## src/rtl/cp0_unit.sv

```systemverilog
// Coprocessor 0 for the P7 pipeline: SR, Cause and EPC, plus exception/interrupt request generation.
// Define CP0_PRID_EN to add the read-only PRId register at address 15.
module cp0_unit #(
  parameter logic [31:0] HANDLER_PC = 32'h00004180,
  parameter logic [31:0] PRID_VALUE = 32'h20240707
) (
  input  logic        clk,
  input  logic        reset,
  input  logic        we,
  input  logic [4:0]  addr,
  input  logic [31:0] wdata,
  output logic [31:0] rdata,
  input  logic [31:0] vpc,
  input  logic        bd_in,
  input  logic [4:0]  exc_code,
  input  logic        eret,
  input  logic [5:0]  hw_int,
  output logic        req,
  output logic [31:0] epc_out,
  output logic [31:0] handler_pc
);

`ifdef CP0_PRID_EN
  localparam bit PRID_EN = 1'b1;
`else
  localparam bit PRID_EN = 1'b0;
`endif

  logic [5:0]  sr_im;
  logic        sr_exl;
  logic        sr_ie;
  logic        cause_bd;
  logic [5:0]  cause_ip;
  logic [4:0]  cause_exc;
  logic [31:0] epc;

  logic        int_req;
  logic        exc_req;
  logic [31:0] sr_value;
  logic [31:0] cause_value;

  assign sr_value    = {16'd0, sr_im, 8'd0, sr_exl, sr_ie};
  assign cause_value = {cause_bd, 15'd0, cause_ip, 3'd0, cause_exc, 2'd0};

  // EXL masks both sources so a single event yields a one-cycle request.
  assign int_req = (|(hw_int & sr_im)) & sr_ie & ~sr_exl;
  assign exc_req = (exc_code != 5'd0) & ~sr_exl;
  assign req     = int_req | exc_req;

  assign handler_pc = HANDLER_PC;

  // Forward an in-flight mtc0 to EPC so a following eret sees the new return address.
  assign epc_out = (we && addr == 5'd14) ? wdata : epc;

  always_comb begin
    rdata = 32'd0;
    case (addr)
      5'd12:   rdata = sr_value;
      5'd13:   rdata = cause_value;
      5'd14:   rdata = epc;
      5'd15:   rdata = PRID_EN ? PRID_VALUE : 32'd0;
      default: rdata = 32'd0;
    endcase
  end

  // A taken request cancels the M-stage instruction, so its mtc0 and eret are dropped.
  always_ff @(posedge clk) begin
    if (reset) begin
      sr_im     <= 6'd0;
      sr_exl    <= 1'b0;
      sr_ie     <= 1'b0;
      cause_bd  <= 1'b0;
      cause_ip  <= 6'd0;
      cause_exc <= 5'd0;
      epc       <= 32'd0;
    end else begin
      cause_ip <= hw_int;
      if (req) begin
        sr_exl    <= 1'b1;
        cause_bd  <= bd_in;
        cause_exc <= int_req ? 5'd0 : exc_code;
        epc       <= bd_in ? (vpc - 32'd4) : vpc;
      end else begin
        if (eret)
          sr_exl <= 1'b0;
        if (we) begin
          case (addr)
            5'd12: begin
              sr_im  <= wdata[15:10];
              sr_exl <= wdata[1];
              sr_ie  <= wdata[0];
            end
            5'd14:   epc <= wdata;
            default: ;
          endcase
        end
      end
    end
  end

endmodule

```

## config.mk

```make
export PLATFORM = sky130hd
export DESIGN_NAME = cp0_unit
export DESIGN_NICKNAME = d
export VERILOG_FILES = /design/src/rtl/cp0_unit.sv
export SDC_FILE = /design/constraint.sdc
export NUM_CORES = 1
export LEC_CHECK = 0
export BUFFER_PORTS_ARGS = -buffer_cell sky130_fd_sc_hd__buf_4
export CORE_MARGIN = 10
export CORE_UTILIZATION = 50
export DETAILED_ROUTE_END_ITERATION = 12
export PLACE_DENSITY = 0.85
export SKIP_CTS_REPAIR_TIMING = 1
export SLEW_MARGIN = 20
export SYNTH_ARGS = -nofsm -noshare
export SYNTH_HDL_FRONTEND = slang
export SYNTH_SLANG_ARGS = --single-unit
```

## constraint.sdc

```tcl
create_clock -name clk -period 3.5 [get_ports clk]
set_clock_uncertainty 0.2 [all_clocks]
set_input_delay 0.525 -clock clk [delete_from_list [all_inputs] [get_ports clk]]
set_output_delay 0.525 -clock clk [all_outputs]
set_load 0.01 [all_outputs]
```

# After elaboration in Yosys (flattened, before gate mapping)
# Index checks and enable logic that the tools add are counted.
# word_totals
register_bits,52
out_inout_bits,97
# classes
add_sub_neg,1
eq_ne,3
mux,11
bitwise_logic,7
n_reduce_logical,7
# ops
cell,count
two-way mux 32 bit,5
one-hot mux 32 bit (3 select lines),1
subtractor 32 x 3 -> 32 bit (second input constant),1
equality test 5 x 4 -> 1 bit (second input constant),3
bitwise AND 6 bit,1
OR reduction 6 bit,1
two-way mux 5 bit,1
nonzero test 5 bit,1
two-way mux 1 bit,4
nonzero test 2 bit,2
bitwise AND 1 bit,3
AND reduction 3 bit,1
NOT 1 bit,2
AND reduction 2 bit,1
logical AND 1 bit,1
bitwise OR 1 bit,1

# Longest topological paths before layout
# depth
depth_word,7
mapped_depth,6
mapped_depth_nobuf,6

# Worst setup path before layout
# OpenSTA, ideal clock, no wires.
# synth_timing
path_kind,input-to-output
start,input addr[0]
end,output epc_out[10]
arrival_time_ps,1822
required_ps,2775
path_slack_ps,953
cell_stages,6
n_path_buf,2
path_cell_list,clkbuf_1 -> nor2b_1 -> clkbuf_1 -> nand3_1 -> mux2i_1 -> inv_1
# synth_between
elab_chain_len,3
# synth_lines
item,line_no,source
"start, declared",10,"input logic [4:0] addr,"
equality test 5 x 4 -> 1 bit,53,assign epc_out = (we && addr == 5'd14) ? wdata : epc;
logical AND 1 bit,53,
two-way mux 32 bit,53,
"end, declared",19,"output logic [31:0] epc_out,"
# Every way passes these cells.

# Worst setup path after layout
# layout_timing
start,input we
end,output epc_out[6]
# layout_between
elab_chain_len,2
# layout_lines
item,line_no,source
"start, declared",9,"input logic we,"
logical AND 1 bit,53,
two-way mux 32 bit,53,
# Every way passes these cells.

==> impl_results.md <==
* Detailed Route Iter0 Violations at roughly 350
* Slew Limit Fails at 0
* Crit. End Element: output port
* GRT overflow at 0
* Critical Path AT at 2.08 ns
* I/O Pins at between 150 and 200
* WL per Instance at 20.1 um
* Syn Inst Count at slightly below 500
* # DRC at 0
* R2R setup slack at about 1.1 ns
* Die area at around 12000 um2
* First-pass GRT wire length at 21900 um
* Synthesized area at 3890 um2
* Commonest non-fill, non-tap cell in the layout: buf_4
* Root buf cell: clkbuf_8
* Count of TritonRoute iterations in the first routing pass at 5
* Post-synthesis compound-gate area fraction at 0.258
* Most frequent cells in the layout: buf_4, dfxtp_1, nand2_1
* Max Clock Freq at ~360 MHz
* Post-synthesis mux area share at 0.0518
* Chip height at about 110 um
* Clock latency on the worst-skew pair at 0.31 ns
* ANT nets after route at 0
* Leading area contributor after synthesis: dfxtp_1
* Clock Path Buffers at 2
* Overall Power at ~1.5 mW
* Die width at approximately 110 um
* Post-synth top area share at 0.268
* Max-Cap Viols at 0
* Initial antenna violation count at 0
* Post-synthesis cell type count at 57
* CTS buffer count at 5
* Post-synth EDFFs at 0
* Max_slew headroom at 0.434
* Antenna cell count at 0
* Main flop type after synthesis: dfxtp_1
* Syn avg cell area at 7.85 um2
* Crit path required time at 2.77 ns
* Sink Count at between 50 and 60
* Minimum clock period at between 2 and 3 ns
* P per Cell Area at just under 300 nW/um2
* Yosys reg bits at 52
* CTS tree: done
* Layout cells sized above 1 at 0.300
* Worst setup SP type: input port
* CP Max Fanout at 22
* Pin count of the biggest net entering global routing at 60
* Syn-to-layout area delta at 30.9%
* Outcome: finished, final reports clean
* Peak supply drop at about 0.00016 V
* Crit path kind: in -> out
* Simple-Gate Fraction of Synth Area at 0.290
* GRT Total Usage at 0.229
* Seq/Total Area, Yosys at 0.268
* Synth Area in Adders at 0.00322
* Period utilization at 0.803
* FP Rows at 32
* Total wire length at 14600 um
* Worst-margin pin slew at 0.847 ns
* Async SR Flop Fraction at 0
* Synth Area in XOR/XNOR at 0.0135
* Initial Util at 0.509
* Nets at 711
* Routability cong. at between 0.9 and 1
* RSZ-0062 raised after global routing: no
* Hpwl dp at about 12000 um
* YS warnings at 0
* Largest family of logic cells by synthesized area: simple AND/OR/NAND/NOR gates
* Lkg Pwr at between 2 and 2.5 nW
* Worst-path clk slew at about 0.10 ns
* Vias in the first global route at 4249
* Vias at roughly 4400
* Min-delay worst type: in -> reg
* Number of I/O port buffers at between 100 and 150
* Detailed-route vias per instance at 6.09
* Final setup TNS at 0 ns
* Setup violations, final at 0
* H-tree Lvls at 2
* Hold Vio Cnt, Final at 0
* Core Region at ~7600 um2
* Synth top area cells: dfxtp_1, o31ai_1, buf_4, mux2i_1, nand2_1
cell type report:
class / instances / area, um2
Sequential cell: 52 / 1040
Fill cell: 642 / 2550
Clock inverter: 1 / 7.51
Clock buffer: 7 / 86.3
Timing Repair Buffer: 165 / 1240
Inverter: 13 / 48.8
Tap cell: 102 / 128
Multi-Input combinational cell: 388 / 2540
cells by family after synthesis:
family          Yosys count
compound gates          133
xor+xnor                  6
fa+ha+maj                 1
buf+inv                  86
flops                    52
mux                      20
other cells               2
simple gates            196
worst paths after layout:
check	from	endpoint	depth (start not counted)
max	we	epc_out[6]	6
min reg2reg	cause_exc[1]$_SDFFE_PP0N_	cause_exc[1]$_SDFFE_PP0N_	2
max reg2reg	sr_im[0]$_SDFFE_PP0P_	epc[15]$_SDFFE_PP0P_	5
min	hw_int[4]	cause_ip[4]$_SDFF_PP0_	2
Yosys cell counts, types with 9 or more instances:
cell type and number:
nand2_1 49, a41o_1 13, a22o_1 11, a31oi_1 14
or4_1 12, and3_1 19, nand3_1 12, mux2i_1 19
a211oi_1 14, inv_1 12, dfxtp_1 52, o21ai_0 9
o31ai_1 33, nand2b_1 17, buf_4 32, nand4_1 26
nor2_1 10, a21oi_1 12, clkbuf_1 37
flip-flops by register name (all words and copies together), names as in the netlist:
signal	flops
sr_exl	1
sr_im	6
cause_exc	5
epc	32
cause_bd	1
cause_ip	6
sr_ie	1
routing by layer:
layer	part of all wire	vias to the layer above	global-route usage
met3	0.089	21	0.0500
met4	0.015	0	0.0630
met2	0.49	252	0.383
li1	-	2092	-
met1	0.41	2067	0.289
met5	0	-	0
stage by stage:
step                utilization  instance area [um2]  setup WS (ns)  instances  hold slack (ns)
floorplan                     -                 4000          0.953        526            0.243
global placement          0.654                 5000          0.759        720            0.259
detailed placement        0.654                 5000          0.718        720            0.268
CTS                       0.666                 5090          0.709        728            0.233
global route              0.666                 5090          0.600        728            0.230
finish                    0.666                 5090          0.691        728            0.228
critical path, cell delays in order:
cell and delay [ns]:
buf_4 0.22, inv_1 0.33, nor3_2 0.26, buf_4 0.23
mux2_2 0.36, buf_4 0.15
report_power, final:
part / internal [mW] / switching (mW)
registers: 0.637 / 0.0274
logic: 0.203 / 0.249
clock network: 0.161 / 0.205
total: 1.00 / 0.481
No activity file was read; power rests on OpenSTA's default activity.
